$ cat src/rtl/spi_command_sequencer.sv
// Decodes the SPI byte stream into sprite-RAM writes and packed draw requests.
// Optional build macro: SPRITE_BOUNDS_CHECK_EN rejects sprite ids >= NUM_SPRITES.
module spi_command_sequencer #(
    parameter int NUM_SPRITES = 64,
    parameter int SPRITE_BYTES = 512,
    parameter int DRAW_ARGS = 6,
    parameter logic [7:0] COMMAND_SAVE_SPRITE = 8'h01,
    parameter logic [7:0] COMMAND_DRAW_SPRITE = 8'h02,
    localparam int ID_W = $clog2(NUM_SPRITES),
    localparam int PIX_W = $clog2(SPRITE_BYTES)
) (
    input  logic                  clock,
    input  logic                  reset,
    input  logic                  frame_active,
    input  logic                  byte_valid,
    input  logic [7:0]            byte_data,
    output logic                  spr_wr_valid,
    input  logic                  spr_wr_ready,
    output logic [ID_W+PIX_W-1:0] spr_wr_addr,
    output logic [7:0]            spr_wr_data,
    output logic                  draw_valid,
    input  logic                  draw_ready,
    output logic [7:0]            draw_id,
    output logic [15:0]           draw_x,
    output logic [15:0]           draw_y,
    output logic [7:0]            draw_flags,
    output logic                  busy,
    output logic                  overflow,
    input  logic                  err_clear
);

    localparam int ARG_W = $clog2(DRAW_ARGS);
    localparam logic [PIX_W-1:0] PIX_LAST = PIX_W'(SPRITE_BYTES - 1);
    localparam logic [ARG_W-1:0] ARG_LAST = ARG_W'(DRAW_ARGS - 1);
    localparam logic [7:0] ID_MASK = 8'((1 << ID_W) - 1);

    typedef enum logic [1:0] {IDLE, SAVE_ID, SAVE_PIX, DRAW_ARG} state_t;

    state_t           state, next_state;
    logic [PIX_W-1:0] pix_cnt;
    logic [ARG_W-1:0] arg_cnt;
    logic [ID_W-1:0]  sprite_id;
    logic             save_discard;
    logic [7:0]       arg_id;
    logic [15:0]      arg_x, arg_y;
    logic             take, id_oob, draw_oob;
    logic             wr_load, wr_fire, wr_drop;
    logic             draw_done, draw_load, draw_fire, draw_drop;
    logic             bounds_err;

    assign take = byte_valid && frame_active;

`ifdef SPRITE_BOUNDS_CHECK_EN
    assign id_oob   = {1'b0, byte_data} >= 9'(NUM_SPRITES);
    assign draw_oob = {1'b0, arg_id} >= 9'(NUM_SPRITES);
`else
    assign id_oob   = 1'b0;
    assign draw_oob = 1'b0;
`endif

    assign wr_load    = take && (state == SAVE_PIX) && !save_discard;
    assign wr_fire    = spr_wr_valid && spr_wr_ready;
    assign wr_drop    = wr_load && spr_wr_valid && !spr_wr_ready;
    assign draw_done  = take && (state == DRAW_ARG) && (arg_cnt == ARG_LAST);
    assign draw_load  = draw_done && !draw_oob;
    assign draw_fire  = draw_valid && draw_ready;
    assign draw_drop  = draw_load && draw_valid && !draw_ready;
    assign bounds_err = (take && (state == SAVE_ID) && id_oob) || (draw_done && draw_oob);
    assign busy       = (state != IDLE) || spr_wr_valid || draw_valid;

    always_ff @(posedge clock) begin
        if (reset) state <= IDLE;
        else       state <= next_state;
    end

    // A dropped chip-select abandons any partially received command.
    always_comb begin
        next_state = state;
        if (!frame_active && state != IDLE) begin
            next_state = IDLE;
        end else if (take) begin
            case (state)
                IDLE: begin
                    if (byte_data == COMMAND_SAVE_SPRITE)      next_state = SAVE_ID;
                    else if (byte_data == COMMAND_DRAW_SPRITE) next_state = DRAW_ARG;
                end
                SAVE_ID:  next_state = SAVE_PIX;
                SAVE_PIX: if (pix_cnt == PIX_LAST) next_state = IDLE;
                DRAW_ARG: if (arg_cnt == ARG_LAST) next_state = IDLE;
                default:  next_state = IDLE;
            endcase
        end
    end

    always_ff @(posedge clock) begin
        if (reset) begin
            pix_cnt      <= '0;
            arg_cnt      <= '0;
            sprite_id    <= '0;
            save_discard <= 1'b0;
            arg_id       <= '0;
            arg_x        <= '0;
            arg_y        <= '0;
        end else begin
            if (state == IDLE) arg_cnt <= '0;
            if (take) begin
                case (state)
                    SAVE_ID: begin
                        sprite_id    <= byte_data[ID_W-1:0];
                        save_discard <= id_oob;
                        pix_cnt      <= '0;
                    end
                    SAVE_PIX: pix_cnt <= pix_cnt + 1'b1;
                    DRAW_ARG: begin
                        arg_cnt <= arg_cnt + 1'b1;
                        case (arg_cnt)
                            ARG_W'(0): arg_id      <= byte_data;
                            ARG_W'(1): arg_x[15:8] <= byte_data;
                            ARG_W'(2): arg_x[7:0]  <= byte_data;
                            ARG_W'(3): arg_y[15:8] <= byte_data;
                            ARG_W'(4): arg_y[7:0]  <= byte_data;
                            default: ;
                        endcase
                    end
                    default: ;
                endcase
            end
        end
    end

    // Single-entry buffers: reload in the same cycle as a handshake, drop if still occupied.
    always_ff @(posedge clock) begin
        if (reset) begin
            spr_wr_valid <= 1'b0;
            spr_wr_addr  <= '0;
            spr_wr_data  <= '0;
        end else if (wr_load && (!spr_wr_valid || spr_wr_ready)) begin
            spr_wr_valid <= 1'b1;
            spr_wr_addr  <= {sprite_id, pix_cnt};
            spr_wr_data  <= byte_data;
        end else if (wr_fire) begin
            spr_wr_valid <= 1'b0;
        end
    end

    always_ff @(posedge clock) begin
        if (reset) begin
            draw_valid <= 1'b0;
            draw_id    <= '0;
            draw_x     <= '0;
            draw_y     <= '0;
            draw_flags <= '0;
        end else if (draw_load && (!draw_valid || draw_ready)) begin
            draw_valid <= 1'b1;
            draw_id    <= arg_id & ID_MASK;
            draw_x     <= arg_x;
            draw_y     <= arg_y;
            draw_flags <= byte_data;
        end else if (draw_fire) begin
            draw_valid <= 1'b0;
        end
    end

    always_ff @(posedge clock) begin
        if (reset)                                  overflow <= 1'b0;
        else if (wr_drop || draw_drop || bounds_err) overflow <= 1'b1;
        else if (err_clear)                         overflow <= 1'b0;
    end

endmodule

$ cat config.mk
export PLATFORM = sky130hd
export DESIGN_NAME = spi_command_sequencer
export DESIGN_NICKNAME = d
export VERILOG_FILES = /design/src/rtl/spi_command_sequencer.sv
export SDC_FILE = /design/constraint.sdc
export NUM_CORES = 1
export LEC_CHECK = 0
export ABC_AREA = 0
export CAP_MARGIN = 15
export CORE_UTILIZATION = 56
export CTS_CLUSTER_DIAMETER = 60
export DETAILED_ROUTE_END_ITERATION = 12
export HOLD_SLACK_MARGIN = 0.1
export MAX_ROUTING_LAYER = met4
export PLACE_DENSITY = 0.85
export REMOVE_ABC_BUFFERS = 1
export SETUP_SLACK_MARGIN = 0.02
export SYNTH_ARGS = -nofsm -noshare
export SYNTH_HDL_FRONTEND = slang
export SYNTH_SLANG_ARGS = --single-unit
$ cat constraint.sdc
create_clock -name clock -period 5.2 [get_ports clock]
set_input_delay 1.56 -clock clock [delete_from_list [all_inputs] [get_ports clock]]
set_output_delay 1.56 -clock clock [all_outputs]
set_load 0.005 [all_outputs]
Word-level counts from Yosys, hierarchy flattened
Index checks and enable logic that the tools add are counted.

Reduce and logical (&&, ||, !) cells: 39. $add $sub $neg: 2. Eq/ne operators: 14. Mux-type cells: 15.

Operators by type and width (count): 9-bit case mux with 2 select lines (1); 3-bit AND reduction (5); 1-bit logical AND (13); 2-bit nonzero test (5); 9-bit by 1-bit adder with 9-bit output, second input constant (1); 9-bit equality test, second input constant (1); 3-bit two-way mux (3); 8-bit by 1-bit equality test with 1-bit output, second input constant (1); 8-bit by 2-bit equality test with 1-bit output, second input constant (1); 2-bit two-way mux (4); 2-bit case mux with 4 select lines (1); 3-bit by 2-bit equality test with 1-bit output, second input constant (2); 3-bit equality test, second input constant (2); 1-bit two-way mux (6); 1-bit zero test (5); 1-bit logical OR (5); 2-bit equality test, second input constant (2); 2-bit by 1-bit != test with 1-bit output, second input constant (2); 2-bit AND reduction (2); 4-bit AND reduction (1); 3-bit by 1-bit adder with 3-bit output, second input constant (1); 3-bit by 1-bit equality test with 1-bit output, second input constant (1); 3-bit zero test (1); 3-bit != test, second input constant (1); 3 further kinds (3).

Register bits: 130. Word-level logic and storage cells: 88.

Depth between registers and ports, before layout
Gate-level depths: netlist of the first run.

Depth after elaboration: 7. Gate-level depth with buffers: 8. Mapped depth without buffers: 8.

Worst setup path after synthesis of the first run
Ideal clock, no wire load.

Kind: in2reg. Start point: input byte_data[3]. End point: register state[1]. Cell stages on the path: 5. Data required time: 5.064 ns. Slack: 2.203 ns. Data arrival time: 2.861 ns. Setup time: 0.136 ns. Path through: buf_2 or4_4 or3_1 o32ai_1 a211oi_1.

Word-level cells in the longest chain between the ends: 3. Elaborated cells between the ends (all ways): 6.

Ends and longest elaborated chain: start, declared (RTL line 16) `input logic [7:0] byte_data,`; 8-bit by 1-bit equality test with 1-bit output / 8-bit by 2-bit equality test with 1-bit output (equally long branches) (RTL line 84, 85); 3-bit != test (no source line) / 2-bit two-way mux (equally long branches); 4-bit AND reduction (no source line) / 2-bit case mux with 4 select lines (equally long branches); end signal, assigned (RTL line 73) `else state <= next_state;`; end, declared (RTL line 39) `state_t state, next_state;`.

Several ways; a longest one is shown, not always the timed one. A chain may end at the register's enable or synchronous reset.

Worst setup path in the final report of the first run
Start point: register state[1]. End point: output busy.

Word-level cells in the longest chain between the ends: 3.

Ends and longest elaborated chain: 2-bit nonzero test (RTL line 69) `assign busy = (state != IDLE) || spr_wr_valid || draw_valid;`; 1-bit logical OR (2 in series) (RTL line 69); end, declared (RTL line 27) `output logic busy,`.

Every way passes these cells.

==> results.md, run 1 <==
- The flow ran to the end, and the final reports show no timing, DRC or antenna violations.
- The sequential-to-total area share from yosys stat is between 50% and 60%.
- The average wire per standard cell is ~15 um.
- The worst-case register-to-register setup slack is a little under 3 ns.
- The static power due to leakage is 2.24 nW.
- From bottom edge to top edge, the die measures between 90 and 100 um.
- The startpoint identified for the worst hold timing path is draw_y[15]$_SDFFE_PP0P_.
- The via-per-instance ratio is around 5.5.
- The largest voltage drop on the vdd net is 0.229 mV.
- The final clock period utilization by the worst path is between 70 and 80%.
- The cell sitting at the root of the clock tree is a sky130_fd_sc_hd__clkbuf_8.
- The count of buffers inserted at the top-level ports is 87.
- At the worst endpoint, the required time is 3.64 ns.
- The most used standard cell by instance count after synthesis is sky130_fd_sc_hd__nand2_1.
- The tightest min-delay check is of the flop to flop type.
- The number of enable-type register cells in the synthesized netlist is 0.
- The largest total area in the synthesized netlist belongs to sky130_fd_sc_hd__dfxtp_1.
- In the routed design, unresolved DRC markers number 0.
- The worst reg-to-reg path cell count is 5.
- The maximum number of pins on one net before global-route repair is between 80 and 90.
- The setup path with the least slack is of type flop to output port.
- The residual antenna-violating net count after detailed routing is 0.
- The actual slew at the worst max-slew pin is 0.913 ns.
- Before CTS, the worst setup slack after placement is ~1.5 ns.
- Max-cap violations in this run came to 0.
- The number of max-slew violations in the final report is 0.
- The largest fanout on the critical path is 6.
- The number of hold violations in the final report is 0.
- In this run the critical register-to-register path is captured at arg_x[9]$_SDFFE_PP0P_.
- The number of search-and-repair iterations in the first detailed-routing pass is 5.
- Global routing consumed, over all layers together, between 20 and 30% of the routing resources.
- Setup slack on the critical path of the routed design comes to between 1 and 1.5 ns.
- The number of hold buffers added after cts is 0.
- The type of origin of the critical path is a flop.
- The number of synthesized register bits is 130.
- The cell row count is 33.
- In this run the tightest slew margin relative to its limit is 39.1%.
- The vias after detailed routing is between 4000 and 5000.
- The final setup skew is roughly 0.0056 ns.
- In this run, placement finished with an instance count of roughly 760.
- The die covers 9200 um^2.
- The clock transition at the registers of the reported paths is about 0.060 ns.
- 90 I/O pins were placed.
- The count of buffer and inverter cells on the critical path is 3.
- After global routing the overflow that remains totals 0.
- For the worst-skew pair, the clock arrives at the later sink with an insertion delay of 0.52 ns.
- In the post-synthesis netlist, the biggest area contributors are sky130_fd_sc_hd__dfxtp_1, sky130_fd_sc_hd__nand2_1, sky130_fd_sc_hd__a21oi_1.
- The number of antenna violations at the first check in global routing was 0.
- The via count of the first global-routing pass came to about 4200.
- The startpoint identified for the worst register-to-register timing path is state[1]$_SDFFE_PP0P_.
- From synthesis to final layout, the design area changed by 29.2%.
- In the synthesized netlist the async set-or-reset flop fraction comes to 0%.
- The post-cts gate resize count is 0.
- The iteration-0 DRC count of the detailed router is slightly below 300.
- For this configuration, the core starts out at a cell density of about three fifths.
- At the end of routability-driven placement, the weighted congestion stood at 0.869.
- Dividing total power by cell area gives a power density of about 350 nW/um^2.
- The repair_antennas step left the layout with diodes totalling 0.
- Data arrives at the worst endpoint at between 2 and 2.5 ns.
- The hold slack is between 0.4 and 0.5 ns.
- The worst path needs roughly 3.7 ns of the cycle, external delays included.
- The maximum clock rate is 0.270 GHz.
- The master of the slowest instance on the critical path is sky130_fd_sc_hd__clkdlybuf4s50_1.
- The die outline width is ~96 um.
- The path with the worst hold slack has its endpoint at draw_y[15]$_SDFFE_PP0P_.
- At the end of the flow, the number of nets in the layout was ~700.
- The detailed placement HPWL is between 7 and 8 mm.
- Averaged over all synthesized cells, the footprint is roughly 8.1 um^2.
- Summing every instance area after synthesis gives between 4000 and 5000 um^2.
- Traced cell by cell, the critical path runs through inv_1 -> ha_1 -> inv_2 -> or3_1 -> clkdlybuf4s50_1.
- Setup repair after global routing left no endpoint under its margin.
- The aggregate routed wire length is ~12 mm.
- The CTS tree is yes.
- Setup violations remaining at the end of the flow were counted as 0.
- After synthesis, the most frequently instantiated cells are sky130_fd_sc_hd__nand2_1, sky130_fd_sc_hd__dfxtp_1, sky130_fd_sc_hd__a21oi_1, sky130_fd_sc_hd__clkbuf_1, sky130_fd_sc_hd__nand3_1.
- For this run, the leading register cell type out of synthesis is sky130_fd_sc_hd__dfxtp_1.
- In this run, CTS created clock tree buffers numbering 17.
- The number of standard cells after synthesis is around 610.
- The post-CTS setup repair buffer count is 0.
- The number of distinct library cell variants in the gate-level netlist after synthesis is 37.
- The count of placed standard cells in the final layout, fillers left out is 789.
- The worst hold path was traced through 2 stages.
- The maximum buffer depth of the clock tree is 2.
- The setup TNS is 0 ns.
- The H-tree depth reported by CTS is 4.
- In this design, the largest share of critical-path delay is due to buffers and inverters.
- For this run, the number of Yosys warnings is 0.
- After synthesis, the largest area contributor takes up a little over half of total cell area.
- The post-route netlist has between 6 and 7% of its cells at a drive strength greater than 1.
- The number of sinks on the clock net is 130.
- The core footprint is 8380 um^2.
- The delay of the slowest cell on the worst path is about 0.45 ns.
- The category of the worst setup path capture point is an output port.
- The first global-routing pass estimated 19.4 mm of wire.
==> worst register-to-register path, cell delays in order (launching register included) <==
cell                      delay (ns)
sky130_fd_sc_hd__dfxtp_1        0.40
sky130_fd_sc_hd__ha_1           0.25
sky130_fd_sc_hd__and4b_1        0.82
sky130_fd_sc_hd__nand2_1        0.37
sky130_fd_sc_hd__nand2_1        0.17
sky130_fd_sc_hd__a21oi_1        0.08
==> metal layers <==
| metal | vias up | GRT usage (%) | part of all wire [%] |
|---|---|---|---|
| met4 | 0 | 10.9 | 1.9 |
| met1 | 2056 | 34.1 | 42 |
| met3 | 24 | 7.27 | 6.8 |
| met5 | - | - | 0 |
| met2 | 162 | 46.1 | 49 |
| li1 | 2125 | - | - |
==> cell type report <==
class                      instances  area [um^2]
tap                              105          131
inverter                           8         30.0
clock inverter                    14          180
timing repair buffer              92          906
sequential                       130         2600
clock buffer                      18          428
fill                             624         2000
multi-input combinational        422         2100
==> state kept, by name, summed over array words and instances (netlist names) <==
register,count
spr_wr_addr,15
draw_y,16
state,2
draw_flags,8
draw_id,6
arg_y,16
arg_cnt,3
spr_wr_data,8
arg_id,6
sprite_id,6
pix_cnt,9
draw_valid,1
draw_x,16
arg_x,16
spr_wr_valid,1
overflow,1
==> through the flow <==
step           area, um^2  utilization (%)  total power, mW
5_1_grt              6380             76.1             2.31
2_1_floorplan        4730                -             1.03
3_5_place_dp         5770             68.9             1.06
4_1_cts              6380             76.1             2.25
6_report             6380             76.1             2.25
3_3_place_gp         5770             68.9             1.06
==> cell usage in the layout, fill, tap and decap left out, types with 2 or more instances in the layout <==
| cell | count |
|---|---|
| sky130_fd_sc_hd__nand2b_1 | 4 |
| sky130_fd_sc_hd__o21bai_1 | 2 |
| sky130_fd_sc_hd__nor2_1 | 26 |
| sky130_fd_sc_hd__inv_1 | 6 |
| sky130_fd_sc_hd__or3_1 | 3 |
| sky130_fd_sc_hd__clkdlybuf4s50_1 | 86 |
| sky130_fd_sc_hd__clkinvlp_4 | 4 |
| sky130_fd_sc_hd__nand4_1 | 4 |
| sky130_fd_sc_hd__bufinv_16 | 3 |
| sky130_fd_sc_hd__clkinv_4 | 3 |
| sky130_fd_sc_hd__dfxtp_1 | 130 |
| sky130_fd_sc_hd__nand2_1 | 188 |
| sky130_fd_sc_hd__ha_1 | 11 |
| sky130_fd_sc_hd__buf_4 | 6 |
| sky130_fd_sc_hd__conb_1 | 2 |
| sky130_fd_sc_hd__nor3_1 | 4 |
| sky130_fd_sc_hd__xnor2_1 | 4 |
| sky130_fd_sc_hd__xor2_1 | 3 |
| sky130_fd_sc_hd__and3_1 | 3 |
| sky130_fd_sc_hd__clkbuf_8 | 2 |
| sky130_fd_sc_hd__nand3_1 | 33 |
| sky130_fd_sc_hd__inv_6 | 2 |
| sky130_fd_sc_hd__mux2i_1 | 14 |
| sky130_fd_sc_hd__clkbuf_16 | 16 |
| sky130_fd_sc_hd__a21oi_1 | 108 |
==> where the power goes <==
| part | leakage, nW | total, mW | switching, mW | internal (mW) |
|---|---|---|---|---|
| logic | 0.909 | 0.0458 | 0.0320 | 0.0137 |
| registers | 1.05 | 0.997 | 0.000236 | 0.996 |
| clock network | 0.286 | 1.21 | 0.457 | 0.750 |
==> worst max path at each step <==
stage / from / endpoint / slack (ns) / cells after the start
final: state[1]$_SDFFE_PP0P_ / busy / 1.49 / 5
after CTS: state[1]$_SDFFE_PP0P_ / busy / 1.49 / 5
after global routing: state[0]$_SDFFE_PP0P_ / busy / 1.42 / 5
after detailed placement: frame_active / arg_x[9]$_SDFFE_PP0P_ / 1.49 / 5
after floorplan: frame_active / draw_flags[0]$_SDFFE_PP0P_ / 0.63 / 4
after global placement: frame_active / arg_x[11]$_SDFFE_PP0P_ / 1.57 / 5
==> cells by family (layout without fill, tap and decap cells) <==
logic type | after synthesis | in the layout | synth area share (%)
multiplexers | 14 | 14 | 2.84
AND/OR/NAND/NOR | 270 | 270 | 22.6
buffers and inverters | 57 | 132 | 4.91
other | 1 | 2 | 0.0759
AO/OA/AOI/OAI | 118 | 118 | 12.8
flip-flops | 130 | 130 | 52.7
XOR/XNOR | 7 | 7 | 1.24
adder cells (fa/ha/maj) | 11 | 11 | 2.79
Note: power is estimated with default switching activity, not from simulation.
==> run 2: changes to the inputs <==
CORE_UTILIZATION = 52   (was 56)
PLACE_DENSITY = 0.79   (was 0.85)
clock period = 3.5 ns   (was 5.2 ns; I/O delays follow)
==> run 2 against run 1 <==
Net effect: sequential power is 48% higher; largest cell class unchanged; non-clock buffer count is 7 higher; cell area is 0.29% higher; final cell count is 3.7% higher; highest routed layer unchanged; critical endpoint unchanged; clock power is 31% higher; register-to-register slack worse by 1.5 ns; clock skew is 0.0012 ns higher; setup slack worse by 1.2 ns.
==> results.md, run 2 (synthesis gave the netlist of run 1 again) <==
- The number of max-slew violations in the final report is 0.
- During I/O placement, the number of pins put on the boundary was 90.
- At the end of the flow the core is filled with cells to 69.2%.
- The count of buffer and inverter cells on the critical path is 3.
- The worst-case IR drop observed on VDD is approximately 0.35 mV.
- The critical path goes through inv_1 -> ha_1 -> inv_2 -> or3_1 -> clkdlybuf4s50_1.
- The tree is rooted in a sky130_fd_sc_hd__clkbuf_8.
- The final setup skew is approximately 0.007 ns.
- Summed over all nets, the half-perimeter wirelength after detailed placement is between 7 and 8 mm.
- The count of nets after finishing is roughly 700.
- The total overflow left after global routing is 0.
- The finished cells cover around 6400 um^2.
- In this run the number of H-tree levels came out at 4.
- In this run the tightest slew margin relative to its limit is between 50 and 60%.
- The category of the worst setup path capture point is an output port.
- The total area inside the core boundary comes to 9240 um^2.
- The source-to-sink clock delay at the later pin of the worst-skew pair is roughly 0.52 ns.
- The initial utilization of the core area, before any placement, comes to between 50% and 60%.
- The power density over cell area is between 400 and 500 nW/um^2.
- The die outline width is 99.5 um.
- Setup repair after global routing left no endpoint under its margin.
- The via count of the first global-routing pass is about 4000.
- The die covers 9890 um^2.
- In the layout the commonest cells are sky130_fd_sc_hd__nand2_1, sky130_fd_sc_hd__dfxtp_1, sky130_fd_sc_hd__a21oi_1, sky130_fd_sc_hd__clkdlybuf4s50_1, sky130_fd_sc_hd__nand3_1.
- The data arrival time of the critical path is 2.12 ns.
- The type of origin of the critical path is a flop.
- The DRC violation count after routing is 0.
- Along the worst path, the maximum fanout reaches 6.
- Across the run, the number of max-cap violations was 0.
- The post-cts gate resize count is 0.
- The delay of the slowest cell on the worst path is approximately 0.46 ns.
- The residual antenna-violating net count after detailed routing is 0.
- The worst hold path belongs to the class flop to flop.
- The count of buffers inserted at the top-level ports is 87.
- The via-per-instance ratio is around 5.2.
- The final critical path takes up 90.6% of the cycle.
- The initialized floorplan defines 35 standard-cell rows.
- Summing over every cut layer, the via total after detailed routing is 4278.
- For the pin with the worst max-slew slack, the measured transition is ~0.6 ns.
- For the worst setup path, the data required time is about 2.5 ns.
- The total routing resource utilization after global routing is roughly 26%.
- The number of sinks on the clock net is 130.
- The number of hold violations in the final report is 0.
- The routability-driven placement congestion ratio is 0.807.
- The routed design has about 12 mm of wire.
- The number of buffers added by the clock tree synthesis step is 17.
- The number of antenna violations at the first check in global routing is 0.
- For this run, the top clock speed supported by timing is around 0.32 GHz.
- The critical path in this run is classified as flop to output port.
- The synthesis-to-layout area growth is 29.6%.
- The kind of cell with the highest combined delay along the critical path is buffers and inverters.
- The cell area after placement is 5870 um^2.
- The diode insertion count for antenna repair is 0.
- After clock tree synthesis, the setup repair step added 0 buffers.
- After clock tree synthesis, the clock-pin slew on the worst setup and hold paths is around 0.060 ns.
- The floorplan step set the die height to approximately 99 um.
- The static power due to leakage is about 2.3 nW.
- The fraction of layout instances using a drive strength above 1 is between 6 and 7%.
- The flow ran to the end, and the final reports show no timing, DRC or antenna violations.
- Dividing the detail-routed wire length by the instance count gives ~14 um.
- The first routing iteration left around 260 violations.
- For this run, the detailed router's first-pass iteration total came to 4.
- The most common library cell in the layout ignoring fill and taps is sky130_fd_sc_hd__nand2_1.
- The CTS tree is yes.
- The maximum buffer depth of the clock tree is 2.
- The count of endpoints failing setup in the final report is 0.
- The maximum number of pins on one net before global-route repair is around 70.
- The master of the slowest instance on the critical path is sky130_fd_sc_hd__clkdlybuf4s50_1.
- The first global-routing pass estimated between 15 and 20 mm of wire.
- After filler insertion, the fill cell instance count of the layout stands at 740.
- The number of hold buffers added after cts is 0.
- The clock period minus final worst setup slack is between 3 and 4 ns.
## run 2: changes by cell type in the layout (fill, tap and decap cells not counted), moves of 2 or more
cell | before | now
sky130_fd_sc_hd__clkinv_4 | 3 | 0
sky130_fd_sc_hd__clkinv_2 | 1 | 5
sky130_fd_sc_hd__bufinv_16 | 3 | 1
sky130_fd_sc_hd__buf_4 | 6 | 12
## run 2: layout make-up
| type | count | area (um^2) | share of cell area (%) |
|---|---|---|---|
| Sequential cell | 130 | 2600 | 40.7 |
| Tap cell | 129 | 161 | 2.52 |
| Inverter | 8 | 30.0 | 0.469 |
| Clock buffer | 20 | 445 | 6.96 |
| Timing Repair Buffer | 99 | 971 | 15.2 |
| Multi-Input combinational cell | 422 | 2100 | 32.9 |
| Clock inverter | 10 | 86.3 | 1.35 |
## run 2: worst register-to-register path: stages (launching register included)
cell	delay, ns
sky130_fd_sc_hd__dfxtp_1	0.34
sky130_fd_sc_hd__inv_1	0.10
sky130_fd_sc_hd__ha_1	0.44
sky130_fd_sc_hd__nand2_1	0.20
sky130_fd_sc_hd__nor3b_2	0.20
sky130_fd_sc_hd__buf_4	0.43
sky130_fd_sc_hd__nand2_1	0.11
sky130_fd_sc_hd__a21oi_1	0.16
## run 2: layer usage
layer,global-route usage [%],wire length (um)
met5,-,0
met1,31.1,5150
met4,8.94,176
met3,6.89,688
met2,41.1,5700
## run 2: worst paths after layout
check	from	to	slack (ns)	cells past startpoint
max	state[0]$_SDFFE_PP0P_	busy	0.33	5
min	arg_y[1]$_SDFFE_PP0P_	draw_y[1]$_SDFFE_PP0P_	0.45	2
max reg2reg	arg_cnt[1]$_SDFF_PP0_	draw_id[2]$_SDFFE_PP0P_	1.44	7
min reg2reg	arg_y[1]$_SDFFE_PP0P_	draw_y[1]$_SDFFE_PP0P_	0.45	2
## run 2: metrics by stage
step | hold slack, ns | total power [mW] | worst slack [ns] | TNS, ns | cells
floorplan | 0.425 | 1.52 | -0.561 | -25.82 | 560
global placement | 0.438 | 1.59 | 0.556 | 0 | 788
detailed placement | 0.445 | 1.59 | 0.518 | 0 | 788
CTS | 0.456 | 3.15 | 0.317 | 0 | 818
global route | 0.471 | 3.22 | 0.219 | 0 | 818
finish | 0.451 | 3.14 | 0.328 | 0 | 818
## run 2: report_power, final
group	switching (mW)	total, mW	internal, mW
clock network	0.617	1.58	0.964
registers	0.000352	1.48	1.48
logic	0.0522	0.0787	0.0264
